### src/rtl/eth_pcs_params_pkg.sv
// eth_pcs_params: shared PCS parameters, TX sequencer state type and the
// gearbox sequence advance helper.
package eth_pcs_params;

  // XGMII transactions per 64-bit block and width of the transaction index
  localparam int unsigned N_TRANS_PER_BLK = 2;
  localparam int unsigned W_TRANS_PER_BLK = (N_TRANS_PER_BLK > 1) ? $clog2(N_TRANS_PER_BLK) : 1;

  // TX gearbox sequence: 0..GB_SEQ_MAX, where GB_SEQ_MAX is the pause slot
  localparam int unsigned W_GB_SEQ   = 6;
  localparam int unsigned GB_SEQ_MAX = 32;

  typedef enum logic [1:0] {
    TX_SEQ_IDLE     = 2'd0,
    TX_SEQ_WAIT_PHY = 2'd1,
    TX_SEQ_RUN      = 2'd2
  } tx_seq_state_e;

  // Gearbox sequence value for the next cycle given the current sub-index
  function automatic logic [W_GB_SEQ-1:0] gb_seq_advance(
    input logic [W_TRANS_PER_BLK-1:0] sub,
    input logic [W_GB_SEQ-1:0]        gb
  );
    if (sub != W_TRANS_PER_BLK'(N_TRANS_PER_BLK - 1)) return gb;
    if (gb == W_GB_SEQ'(GB_SEQ_MAX)) return '0;
    return gb + W_GB_SEQ'(1);
  endfunction

endpackage

### src/rtl/eth_pcs_ready_filter.sv
// eth_pcs_ready_filter: consecutive-cycle qualifier for a ready/lock input.
// o_locked is high when LOCK_CYCLES-1 consecutive i_ready cycles have been
// counted, so (o_locked & i_ready) marks the LOCK_CYCLES-th consecutive
// ready cycle. o_locked_next_c is the value o_locked takes next cycle.
// Ports:
//   i_clk, i_reset       clock, synchronous active-high reset
//   i_clear              hold the count at 0 (outside the counting state)
//   i_ready              qualified input
//   o_locked             registered lock qualifier
//   o_locked_next_c      look-ahead of o_locked (combinational)
module eth_pcs_ready_filter #(
  parameter int unsigned LOCK_CYCLES = 16
) (
  input  logic i_clk,
  input  logic i_reset,
  input  logic i_clear,
  input  logic i_ready,
  output logic o_locked,
  output logic o_locked_next_c
);

  localparam int unsigned W_CNT = $clog2(LOCK_CYCLES + 1);

  logic [W_CNT-1:0] lock_cnt;
  logic [W_CNT-1:0] lock_cnt_d;

  // Count consecutive ready cycles, saturating at LOCK_CYCLES
  always_comb begin
    lock_cnt_d = lock_cnt;
    if (i_clear || !i_ready) begin
      lock_cnt_d = '0;
    end else if (lock_cnt != W_CNT'(LOCK_CYCLES)) begin
      lock_cnt_d = lock_cnt + W_CNT'(1);
    end
    o_locked_next_c = (32'(lock_cnt_d) + 32'd1) >= LOCK_CYCLES;
  end

  always_ff @(posedge i_clk) begin
    if (i_reset) begin
      lock_cnt <= '0;
      o_locked <= (LOCK_CYCLES == 1);
    end else begin
      lock_cnt <= lock_cnt_d;
      o_locked <= o_locked_next_c;
    end
  end

endmodule

### src/rtl/eth_pcs_tx_seq_ctrl.sv
// eth_pcs_tx_seq_ctrl: TX-side PCS sequencer. Brings the TX path up after a
// stable transceiver ready, then drives the encoder/scrambler clock enable,
// transaction index and gearbox sequence, pausing one block in every 33.
// Ports:
//   i_clk, i_reset        clock, synchronous active-high reset
//   i_enable              software TX enable (level)
//   i_phy_tx_ready        transceiver TX ready
//   o_clk_en              datapath enable
//   o_trans_cnt           transaction index within the block
//   o_gb_seq              gearbox sequence 0..GB_SEQ_MAX
//   o_hdr_valid           sync header valid
//   o_pld_valid           encoder output holds a real block
//   o_xgmii_ready_next    o_clk_en will be 1 next cycle
//   o_running             state is RUN
//   o_blk_cnt             completed block count (wraps)
module eth_pcs_tx_seq_ctrl
  import eth_pcs_params::*;
#(
  parameter int unsigned LOCK_CYCLES = 16
) (
  input  logic                       i_clk,
  input  logic                       i_reset,
  input  logic                       i_enable,
  input  logic                       i_phy_tx_ready,
  output logic                       o_clk_en,
  output logic [W_TRANS_PER_BLK-1:0] o_trans_cnt,
  output logic [W_GB_SEQ-1:0]        o_gb_seq,
  output logic                       o_hdr_valid,
  output logic                       o_pld_valid,
  output logic                       o_xgmii_ready_next,
  output logic                       o_running,
  output logic [31:0]                o_blk_cnt
);

  localparam logic [W_TRANS_PER_BLK-1:0] SUB_LAST = W_TRANS_PER_BLK'(N_TRANS_PER_BLK - 1);
  localparam logic [W_GB_SEQ-1:0]        GB_LAST  = W_GB_SEQ'(GB_SEQ_MAX);

  tx_seq_state_e              state, state_d;
  logic [W_TRANS_PER_BLK-1:0] sub, sub_d;
  logic [W_GB_SEQ-1:0]        gb_d;
  logic [W_TRANS_PER_BLK-1:0] trans_d;
  logic [31:0]                blk_d;
  logic                       clk_en_d, hdr_d, pld_d, ready_next_d, running_d;
  logic                       stay_run, blk_done;
  logic                       clear_c, locked, locked_next_c;

  // Lock counter only runs while waiting for the PHY; cleared elsewhere
  assign clear_c = (state != TX_SEQ_WAIT_PHY);

  eth_pcs_ready_filter #(
    .LOCK_CYCLES(LOCK_CYCLES)
  ) u_ready_filter (
    .i_clk           (i_clk),
    .i_reset         (i_reset),
    .i_clear         (clear_c),
    .i_ready         (i_phy_tx_ready),
    .o_locked        (locked),
    .o_locked_next_c (locked_next_c)
  );

  // Next state and next registered outputs
  always_comb begin
    state_d      = state;
    sub_d        = '0;
    gb_d         = '0;
    trans_d      = '0;
    clk_en_d     = 1'b0;
    hdr_d        = 1'b0;
    pld_d        = 1'b0;
    ready_next_d = 1'b0;
    running_d    = 1'b0;
    blk_done     = o_clk_en && (o_trans_cnt == SUB_LAST);
    blk_d        = o_blk_cnt + 32'(blk_done);

    case (state)
      TX_SEQ_IDLE:     if (i_enable) state_d = TX_SEQ_WAIT_PHY;
      TX_SEQ_WAIT_PHY: if (locked && i_phy_tx_ready) state_d = TX_SEQ_RUN;
      TX_SEQ_RUN:      if (!i_phy_tx_ready) state_d = TX_SEQ_WAIT_PHY;
      default:         state_d = TX_SEQ_IDLE;
    endcase
    if (!i_enable) state_d = TX_SEQ_IDLE;

    // Sequencing counters only advance while staying in RUN; entry and exit
    // both land on zero, abandoning any partial block.
    stay_run = (state == TX_SEQ_RUN) && (state_d == TX_SEQ_RUN);
    if (stay_run) begin
      sub_d = (sub == SUB_LAST) ? '0 : sub + W_TRANS_PER_BLK'(1);
      gb_d  = gb_seq_advance(sub, o_gb_seq);
    end

    running_d = (state_d == TX_SEQ_RUN);
    clk_en_d  = running_d && (gb_d != GB_LAST);
    trans_d   = clk_en_d ? sub_d : '0;
    hdr_d     = clk_en_d && (sub_d == '0);
    pld_d     = stay_run && (o_pld_valid || blk_done);

    // Predict next cycle's clk_en assuming enable and ready stay high
    case (state_d)
      TX_SEQ_WAIT_PHY: ready_next_d = locked_next_c;
      TX_SEQ_RUN:      ready_next_d = (gb_seq_advance(sub_d, gb_d) != GB_LAST);
      default:         ready_next_d = 1'b0;
    endcase
  end

  always_ff @(posedge i_clk) begin
    if (i_reset) begin
      state              <= TX_SEQ_IDLE;
      sub                <= '0;
      o_gb_seq           <= '0;
      o_trans_cnt        <= '0;
      o_clk_en           <= 1'b0;
      o_hdr_valid        <= 1'b0;
      o_pld_valid        <= 1'b0;
      o_xgmii_ready_next <= 1'b0;
      o_running          <= 1'b0;
      o_blk_cnt          <= '0;
    end else begin
      state              <= state_d;
      sub                <= sub_d;
      o_gb_seq           <= gb_d;
      o_trans_cnt        <= trans_d;
      o_clk_en           <= clk_en_d;
      o_hdr_valid        <= hdr_d;
      o_pld_valid        <= pld_d;
      o_xgmii_ready_next <= ready_next_d;
      o_running          <= running_d;
      o_blk_cnt          <= blk_d;
    end
  end

endmodule

### config.mk
export PLATFORM = sky130hd
export DESIGN_NAME = eth_pcs_tx_seq_ctrl
export DESIGN_NICKNAME = d
export VERILOG_FILES = /design/src/rtl/eth_pcs_params_pkg.sv /design/src/rtl/eth_pcs_ready_filter.sv /design/src/rtl/eth_pcs_tx_seq_ctrl.sv
export SDC_FILE = /design/constraint.sdc
export NUM_CORES = 1
export LEC_CHECK = 0
export ABC_AREA = 1
export CAP_MARGIN = 0
export CORE_ASPECT_RATIO = 1.5
export CORE_MARGIN = 1.5
export CORE_UTILIZATION = 40
export CTS_BUF_LIST = sky130_fd_sc_hd__clkbuf_8
export DETAILED_ROUTE_END_ITERATION = 7
export PLACE_DENSITY = 0.66
export RECOVER_POWER = 25
export SLEW_MARGIN = 20
export SYNTH_ARGS = -nofsm -noshare
export SYNTH_HDL_FRONTEND = slang
export SYNTH_HIERARCHICAL = 1
export SYNTH_SLANG_ARGS = --single-unit
### constraint.sdc
create_clock -name i_clk -period 2.52 [get_ports i_clk]
set_clock_uncertainty 0.1 [all_clocks]
set_input_delay 0.504 -clock i_clk [delete_from_list [all_inputs] [get_ports i_clk]]
set_output_delay 0.504 -clock i_clk [all_outputs]
set_load 0.005 [all_outputs]
==> results.yml, run 1 <==
setup_path:
  slowest_stage: "a21oi_2"
  cp.required_ps: 2640
  critical_path.most_common_cell: "inv_2"
  cp.arrival_ps: 2570
  cp.depth: 23
  reg2reg_depth: 17
  timing.rr.start: "state[1]$_SDFF_PP0_"
  crit_path_start: "i_phy_tx_ready"
  cp_num_buf_inv: 6
  worstSetupEndpoint: "o_xgmii_ready_next$_SDFF_PP0_"
  ff2ff_setup_slack_ps: 70
  cp_cell_sequence: "buf_2 > nand2_2 > inv_2 > nor2_1 > inv_1 > a21oi_2 > inv_2 > ha_4 > nand3_4 > nor2_4 > nand2_2 > inv_2 > nor2_4 > inv_2 > ha_4 > nand2_1 > nand2_1 > nand2_2 > nand3_2 > nor2_1 > nand3_1 > nand2_1 > a21oi_2"
  endpoint_kind: "flop"
  r2r-end: "o_xgmii_ready_next$_SDFF_PP0_"
  critPathTopFamily: "simple AND/OR/NAND/NOR gates"
  crit_path_start_kind: "input port"
  max_stage_delay_ps: 180
  critPathKind: "in2reg"
  crit_path_max_fanout: 3
cts:
  cts_max_path_buffers: 2
  cts.sinks: 53
  htreeDepth: 2
  numCtsBuffers: 5
  cts_tree: "done"
  worstSkewPairLatency_ps: 320
  clkTransAtPathRegs_ps: 90
  root_buffer: "clkbuf_8"
timing:
  final_max_slew_viol_count: 0
  rsz0062_at_grt: "yes"
  min_period_ps: 2450
  hold_viol: 0
  setup_viol: 0
  fin_tns_setup_ps: 0
  post-route-period-util: 0.972
  fmaxAchievable_mhz: 408
  relSlewSlack: 0.706
  max_slew.worst_pin.slew_ps: 440
synth:
  synth_area_sq_um: 2800
  synthTopCellsByArea: "dfxtp_1 (38%), nand2_1 (12%), inv_1 (8.3%), nor2_1 (8.3%), ha_1 (4.5%)"
  synth_top_area_share: 0.380
  synthesis.nets: 425
  ys_ff_latch: 53
  avgSynthCellArea_sq_um: 6.80
  ys_types: 37
  synth_warnings: 6
  seq_area_frac_synth: 0.380
  synthCells: 411
  synth.largest_area_cell: "dfxtp_1"
layout:
  antenna_cells: 0
  final_layout_size_suffix_gt1_frac: 0.193
  fin_nets: 496
  stdcell_area_sq_um: 3750
  instances_no_fill: 561
  areaGrowthSynthToFinish_pct: 34.2
route:
  drc: 0
  wl_mm: 6.88
  ant_nets: 0
  post_drt_wl_per_cell_um: 12.3
  vias: 2835
  dr.pass1.iters: 4
  routed_via_density: 5.05
  first_iter_violations: 94
pwr:
  finalPower_mw: 1.44
  powerDensity_nw_per_um2: 385
  cellLeakagePower_nw: 1.49
  irDropWorstVdd_uv: 360
global_routing:
  grt_start_max_net_pins: 28
  antenna_found_initial: 0
  grt_pass1_wl_mm: 11.4
  overflow: 0
  grt_usage: 0.190
  grt_pass1_vias: 2649
floorplanning:
  die_area_sq_um: 7510
  dieWidth_um: 71.3
  io_pins: 48
  coreArea_sq_um: 6810
  num_rows: 37
  initial_core_util: 0.411
  dieHeight_um: 105
hold_path:
  hold_class: "reg2reg"
  hp-start: "o_blk_cnt[31]$_SDFF_PP0_"
  whs_path_depth: 1
run_status:
  status: "finished clean"
place:
  placed_area_sq_um: 3480
  io_buffer_count: 47
  gp_congestion: 0.964
  placed_cells: 547
  dp_hpwl_mm: 5.14
flow_run:
  cap_violations: 0
sequential cells by signal, summed over array words and instances, names as in the netlist:
name and flops:
o_blk_cnt 32, o_clk_en 1, o_gb_seq 6, o_hdr_valid 1
o_pld_valid 1, o_running 1, o_trans_cnt 1, o_xgmii_ready_next 1
state 2, sub 1, u_ready_filter/lock_cnt 5, u_ready_filter/o_locked 1
cell families after synthesis:
family | share of synthesized area
AO/OA/AOI/OAI | 0.0940
XOR/XNOR | 0.0157
adder cells (fa/ha/maj) | 0.0448
buffers and inverters | 0.0953
flip-flops | 0.380
AND/OR/NAND/NOR | 0.371
cells in the final DEF, fill, tap and decap left out, drive strengths merged:
master         count
and3               2
xor2               2
nand3b             2
buf               23
a31oi              2
nor2              73
ha                10
nand3             21
inv               64
nand4             11
clkdlybuf4s50     44
xnor2              3
o21a               3
o21ai             16
a21oi             25
dlygate4sd3        1
dfxtp             53
nand2             98
o21bai             1
nor4               1
nor3              11
nor3b              1
a211oi             1
clkbuf             7
dlygate4sd2        1
clkinv             2
or2                5
per-stage QoR:
| step | setup slack, ps | hold slack, ps | util |
|---|---|---|---|
| global route | -63.7 | 411 | 0.551 |
| detailed placement | -731 | 366 | 0.512 |
| CTS | 13.7 | 388 | 0.535 |
| global placement | -589 | 372 | 0.512 |
| floorplan | -16.5 | 363 | - |
| finish | 71.7 | 387 | 0.551 |
how the worst min path moves through the flow:
| stage | to | slack, ps |
|---|---|---|
| finish | o_blk_cnt[31]$_SDFF_PP0_ | 390 |
| global route | o_blk_cnt[31]$_SDFF_PP0_ | 410 |
| CTS | o_blk_cnt[31]$_SDFF_PP0_ | 390 |
| detailed placement | o_blk_cnt[31]$_SDFF_PP0_ | 370 |
| global placement | o_blk_cnt[31]$_SDFF_PP0_ | 370 |
| floorplan | o_blk_cnt[31]$_SDFF_PP0_ | 360 |
where the power goes:
group / leakage (nW) / internal, mW / switching (mW) / total [mW]
registers: 0.429 / 0.839 / 0.00199 / 0.841
clock network: 0.0549 / 0.254 / 0.292 / 0.546
logic: 1.01 / 0.0231 / 0.0347 / 0.0578
total: 1.49 / 1.12 / 0.329 / 1.44
final cells by class:
type                       count  area, sq um
tap                           78         97.6
fill                         652         3060
clock inverter                 1         8.76
inverter                      65          245
clock buffer                   7         96.3
multi-input combinational    288         1590
sequential                    53         1070
timing repair buffer          69          642
layer usage:
metal | vias up | routed length [um] | track usage
met5 | - | 0 | 0
met1 | 1300 | 2750 | 0.199
met3 | 25 | 241 | 0.0411
li1 | 1435 | - | -
met2 | 75 | 3620 | 0.341
met4 | 0 | 266 | 0.105
worst reg2reg max path, stage by stage (launching register included):
cell     delay [ps]
dfxtp_4         370
nand2_2          50
nand2_2          80
nand2_2          60
nor2_4          140
ha_4            170
nand2_2          70
nor2_4           90
nand2_2          80
nor3_4          220
inv_2            90
ha_4            240
a21oi_2         140
nand3_2          80
nor2_1          110
nand3_1         100
nand2_1         100
a21oi_2          50
repair_timing:
| item | CTS | global route |
|---|---|---|
| hold endpoints to repair | 0 | 0 |
| hold buffers | 0 | 0 |
| endpoints found under the setup margin | 4 | 4 |
| setup buffers | 3 | 3 |
| pin swaps | 7 | 20 |
| resized for setup | 15 | 27 |
synth_stat cells (all sizes together):
master	instances
a211oi	1
a21oi	25
a31oi	2
and3	2
buf	2
clkbuf	3
clkinv	2
dfxtp	53
ha	10
inv	63
nand2	98
nand3	21
nand3b	2
nand4	11
nor2	73
nor3	11
nor3b	1
nor4	1
o21a	3
o21ai	16
o21bai	1
or2	5
xnor2	3
xor2	2
Note: power is estimated with default switching activity, not from simulation.
==> inputs of run 2 (changes only) <==
PLACE_DENSITY = 0.65   (was 0.66)
SYNTH_HIERARCHICAL = unset   (was 1)
==> run 2 against run 1 <==
Net effect:
- hold slack improved by 6.4 ps
- non-clock buffer count up 5
- sequential power barely moved
- register-to-register slack worse by 140 ps
- wire length rose by 7.9%
- sequential cell count unchanged
- the flow now finishes with violations (negative setup slack)
- global-route usage increased by 0.94 points
==> results.yml, run 2 <==
floorplanning:
  die_area_sq_um: 7800
  io_pins: 48
  dieWidth_um: 72.6
  initial_core_util: 0.419
  coreArea_sq_um: 6940
  num_rows: 37
  dieHeight_um: 107
run_status:
  status: "complete, but fails checks"
  violations: "negative setup slack"
timing:
  max_slew.worst_pin.slew_ps: 594
  setup_viol: 1
  fmaxAchievable_mhz: 387
  relSlewSlack: 0.604
  final_max_slew_viol_count: 0
  finalWorstSetupSlack_ps: -64.6
  min_period_ps: 2580
  hold_viol: 0
  post-route-period-util: 1.03
  rsz0062_at_grt: "yes"
layout:
  antenna_cells: 0
  areaGrowthSynthToFinish_pct: 32.8
  largest_reg_flops: 32
  layout_commonest_cell: "nand2_1"
  top_regs: "o_blk_cnt: 32 flops, o_gb_seq: 6 flops, u_ready_filter.lock_cnt: 5 flops"
  top_register: "o_blk_cnt"
  final_layout_size_suffix_gt1_frac: 0.170
  final_cell_mix: "nand2_1 (93), inv_1 (58), nor2_1 (54)"
  fin_nets: 506
  final_core_util: 0.556
  nFillCells: 686
cts:
  htreeDepth: 2
  clkTransAtPathRegs_ps: 100
  numCtsBuffers: 5
  cts.sinks: 53
  ctsHoldBuffers: 0
  root_buffer: "clkbuf_8"
  cts_tree: "done"
  cts_max_path_buffers: 2
  worstSkewPairLatency_ps: 310
setup_path:
  cp_cell_sequence: "nand2_4 > or3_4 > a21oi_4 > ha_4 > inv_2 > nor2_4 > inv_2 > a21oi_4 > inv_2 > ha_4 > nand2_2 > nand3_2 > nor2_2 > nand2_1 > nor2_1 > nand3_1 > nand2_1 > a21oi_2"
  cp.required_ps: 2630
  max_stage_delay_ps: 380
  critPathKind: "reg2reg"
  slowest_stage: "or3_4"
  crit_path_start_kind: "flop"
  cp.arrival_ps: 2690
  crit_path_start: "u_ready_filter.o_locked$_SDFF_PP0_"
  crit_path_max_fanout: 3
  endpoint_kind: "flop"
  timing.rr.start: "u_ready_filter.o_locked$_SDFF_PP0_"
  critical_path.most_common_cell: "inv_2"
synth:
  synth_edf_count: 0
  synth_warnings: 0
  synthTopCellsByArea: "dfxtp_1 (37%), nand2_1 (13%), inv_1 (8.3%), nor2_1 (7.1%), ha_1 (4.3%)"
  ys_ff_latch: 53
  synth_most_common_cell: "nand2_1"
  synth.largest_area_cell: "dfxtp_1"
  synth_top_area_share: 0.365
  synthesis.nets: 431
  avgSynthCellArea_sq_um: 6.97
  synth_area_sq_um: 2910
  synthCells: 417
  ys_types: 38
  synth_common_cells: "nand2_1 (98), inv_1 (64), nor2_1 (55), dfxtp_1 (53), a21oi_1 (23)"
  seq_area_frac_synth: 0.365
  async_reset_ff_frac: 0
  synth_flop_cell: "dfxtp_1"
hold_path:
  hold_class: "reg2reg"
  hp-start: "o_blk_cnt[8]$_SDFF_PP0_"
global_routing:
  overflow: 0
  grt_pass1_vias: 2795
  grt_usage: 0.199
  antenna_found_initial: 0
  grt_pass1_wl_mm: 12.3
  grt_start_max_net_pins: 17
place:
  gp_congestion: 0.906
  io_buffer_count: 47
  dp_hpwl_mm: 5.55
route:
  drc: 0
  post_drt_wl_per_cell_um: 13.0
  dr.pass1.iters: 4
  vias: 2854
  wl_mm: 7.42
  ant_nets: 0
  first_iter_violations: 95
  routed_via_density: 5.00
pwr:
  powerDensity_nw_per_um2: 387
  finalPower_mw: 1.49
  cellLeakagePower_nw: 1.56
  irDropWorstVdd_uv: 244
flow_run:
  cap_violations: 0
[run 2: changes by cell type in the layout (fill, tap and decap cells not counted), moves of 4 or more]
cell     previous run  this run
nor3_1              9        15
nand2_1            84        93
nand2_4             0         4
nor2_2              8         3
nor2_4              8         4
nand2_2            14         5
buf_4              21        26
[run 2: area by class of cell]
cell class              count  area, sq um  share of cell area
clock inverters             2         37.5             0.00972
clock buffers               6         82.6              0.0214
repair buffers             74          663               0.172
flip-flops and latches     53         1060               0.275
inverters                  65          244              0.0632
well taps                  78         97.6              0.0253
multi-input cells         293         1670               0.433
[run 2: routing by layer]
metal	vias up	share of wire	track usage
met5	-	0	0
met4	0	0.0088	0.0620
met3	6	0.025	0.0337
met2	47	0.57	0.395
met1	1324	0.39	0.203
li1	1477	-	-
[run 2: through the flow]
stage               hold slack [ps]  cell area [sq um]  setup TNS [ps]  std cells  worst slack [ps]
finish                          393               3860           -64.6        571             -64.6
floorplan                       362               2940           -79.5        417             -79.5
global route                    409               3860            -198        571              -198
global placement                371               3610           -2030        553              -710
CTS                             398               3790           -61.3        567             -61.3
detailed placement              380               3610           -2500        553              -769
[run 2: path summary, 6_finish.rpt]
check                                                     end  slack (ps)  depth (start not counted)
worst max-delay path            o_xgmii_ready_next$_SDFF_PP0_         -60                         18
worst max register to register  o_xgmii_ready_next$_SDFF_PP0_         -60                         18
worst min register to register        o_blk_cnt[8]$_SDFF_PP0_         390                          2
worst min-delay path                  o_blk_cnt[8]$_SDFF_PP0_         390                          2
[run 2: cell families after synthesis]
logic type	synth area share
buffers and inverters	0.0930
AOI/OAI and AO/OA	0.0689
and+or+nand+nor	0.409
adders and majority gates	0.0430
xor gates and xnor gates	0.0211
DFF	0.365
[run 2: worst max-delay path, delay by kind of cell, from the launching register on]
kind	cells	cell delay [ps]
AOI/OAI and AO/OA	3	360
adders and majority gates	2	360
buffers and inverters	3	170
DFF	1	350
and+or+nand+nor	10	1130
[run 2: where the power goes]
| part | internal, mW | switching, mW |
|---|---|---|
| clock network | 0.323 | 0.288 |
| registers | 0.838 | 0.000988 |
| logic | 0.0156 | 0.0263 |
[run 2: repair_timing]
action	in CTS	in global routing
endpoints found under the setup margin	4	1
pin swaps	11	10
gates resized for setup	11	9
buffers inserted	6	4
==> inputs of run 3 (changes only) <==
GPL_TIMING_DRIVEN = 0   (was unset)
==> run 3 against run 2 <==
Net effect:
- total power shrank 2.6%
- via count shrank 0.18%
- final area shrank 1.0%
- clock power shrank 6.4%
- core utilization shrank 0.56 points
- the flow still finishes with violations (negative setup slack)
- register-to-register slack lost 70 ps
- non-clock buffer count shrank 2
- combinational power grew 1%
- sequential power is essentially flat
- cell count shrank 0.53%
==> results.yml, run 3 (synthesis results as in run 2) <==
cts:
  cts_tree: "done"
  cts.sinks: 53
  worstSkewPairLatency_ps: 310
  htreeDepth: 2
  root_buffer: "clkbuf_8"
  ctsHoldBuffers: 0
  cts_max_path_buffers: 2
  clkTransAtPathRegs_ps: 100
  numCtsBuffers: 5
timing:
  finalWorstSetupSlack_ps: -131
  fmaxAchievable_mhz: 377
  relSlewSlack: 0.583
  max_slew.worst_pin.slew_ps: 617
  rsz0062_at_grt: "yes"
  hold_viol: 0
  min_period_ps: 2650
  setup_viol: 2
  post-route-period-util: 1.05
  final_max_slew_viol_count: 0
route:
  post_drt_wl_per_cell_um: 13.1
  dr.pass1.iters: 5
  drc: 0
  routed_via_density: 5.02
  first_iter_violations: 134
  ant_nets: 0
  vias: 2849
  wl_mm: 7.45
setup_path:
  endpoint_kind: "flop"
  critical_path.most_common_cell: "buf_4"
  crit_path_max_fanout: 5
  max_stage_delay_ps: 400
  critPathKind: "reg2reg"
  cp_num_buf_inv: 10
  cp_cell_sequence: "or3_4 > a21oi_4 > ha_4 > inv_2 > nor2_4 > inv_2 > buf_4 > buf_4 > buf_4 > buf_4 > buf_4 > buf_4 > buf_4 > buf_4 > nor3_4"
  cp.arrival_ps: 2800
  critPathTopFamily: "buffers and inverters"
  cp.required_ps: 2670
  slowest_stage: "or3_4"
  crit_path_start_kind: "flop"
floorplanning:
  num_rows: 37
  io_pins: 48
  coreArea_sq_um: 6940
  dieHeight_um: 107
  initial_core_util: 0.419
  dieWidth_um: 72.6
  die_area_sq_um: 7800
global_routing:
  grt_usage: 0.194
  overflow: 0
  grt_pass1_vias: 2721
  grt_start_max_net_pins: 16
  antenna_found_initial: 0
  grt_pass1_wl_mm: 11.9
layout:
  register_area_sq_um: 1070
  final_layout_size_suffix_gt1_frac: 0.157
  layout_commonest_cell: "nand2_1"
  top_register: "o_blk_cnt"
  largest_reg_flops: 32
  final_core_util: 0.550
  top_regs: "o_blk_cnt: 32 flops, o_gb_seq: 6 flops, u_ready_filter.lock_cnt: 5 flops"
  nFillCells: 676
  multi_input_area_sq_um: 1670
  final_cell_mix: "nand2_1 (94), inv_1 (57), nor2_1 (55)"
  areaGrowthSynthToFinish_pct: 31.5
  fin_nets: 504
  antenna_cells: 0
pwr:
  powerDensity_nw_per_um2: 380
  finalPower_mw: 1.45
  cellLeakagePower_nw: 1.53
  irDropWorstVdd_uv: 318
hold_path:
  hold_class: "reg2reg"
run_status:
  violations: "negative setup slack"
  status: "complete, but fails checks"
place:
  gp_congestion: 0.851
  pre_cts_ws_ps: -963
  dp_hpwl_mm: 5.44
  io_buffer_count: 47
flow_run:
  cap_violations: 0
run 3: changes by cell type in the layout (fill, tap and decap cells not counted), moves of 2 or more:
cell,change
buf_4,-6
clkbuf_1,+4
dfxtp_1,-2
nand3_1,+2
nand3_2,-2
nor3_4,+2
run 3: worst paths after layout:
check | end | slack (ps) | startpoint | depth (start not counted)
worst max register to register | o_gb_seq[3]$_SDFF_PP0_ | -130 | state[1]$_SDFF_PP0_ | 15
worst min-delay path | o_blk_cnt[8]$_SDFF_PP0_ | 390 | o_blk_cnt[8]$_SDFF_PP0_ | 2
worst min register to register | o_blk_cnt[8]$_SDFF_PP0_ | 390 | o_blk_cnt[8]$_SDFF_PP0_ | 2
worst max-delay path | o_gb_seq[3]$_SDFF_PP0_ | -130 | state[1]$_SDFF_PP0_ | 15
run 3: metal layers:
layer | global-route usage | routed length (um)
met1 | 0.200 | 2950
met2 | 0.368 | 4020
met3 | 0.0281 | 205
met4 | 0.0943 | 270
met5 | 0 | 0
run 3: layout make-up:
| cell class | instances | area share |
|---|---|---|
| tap | 78 | 0.0255 |
| clock buffer | 5 | 0.0180 |
| timing repair buffer | 66 | 0.159 |
| buffer | 6 | 0.00688 |
| clock inverter | 2 | 0.00917 |
| sequential | 53 | 0.279 |
| inverter | 65 | 0.0639 |
| multi-input combinational | 293 | 0.438 |
run 3: timing repair:
action,4_1_cts,5_1_grt
pin swaps,14,7
gates resized for setup,14,9
setup buffers,14,5
hold endpoints to repair,0,0
endpoints found under the setup margin,4,2
run 3: through the flow:
| step | cells | instance area, sq um | TNS (ps) | hold slack [ps] |
|---|---|---|---|---|
| after floorplan | 417 | 2940 | -79.5 | 362 |
| after global placement | 542 | 3510 | -2860 | 374 |
| after detailed placement | 542 | 3510 | -3000 | 378 |
| after CTS | 563 | 3750 | -164 | 399 |
| after global routing | 568 | 3820 | -451 | 420 |
| final | 568 | 3820 | -252 | 391 |
run 3: worst min-delay path: cells and delay by family (launching register included):
family	cells	cell delay, ps
compound gates	1	50
buf+inv	1	60
flops	1	350
run 3: where the power goes:
group | internal, mW | switching, mW
clock | 0.290 | 0.283
combinational | 0.0140 | 0.0285
sequential | 0.837 | 0.00128
total | 1.14 | 0.313
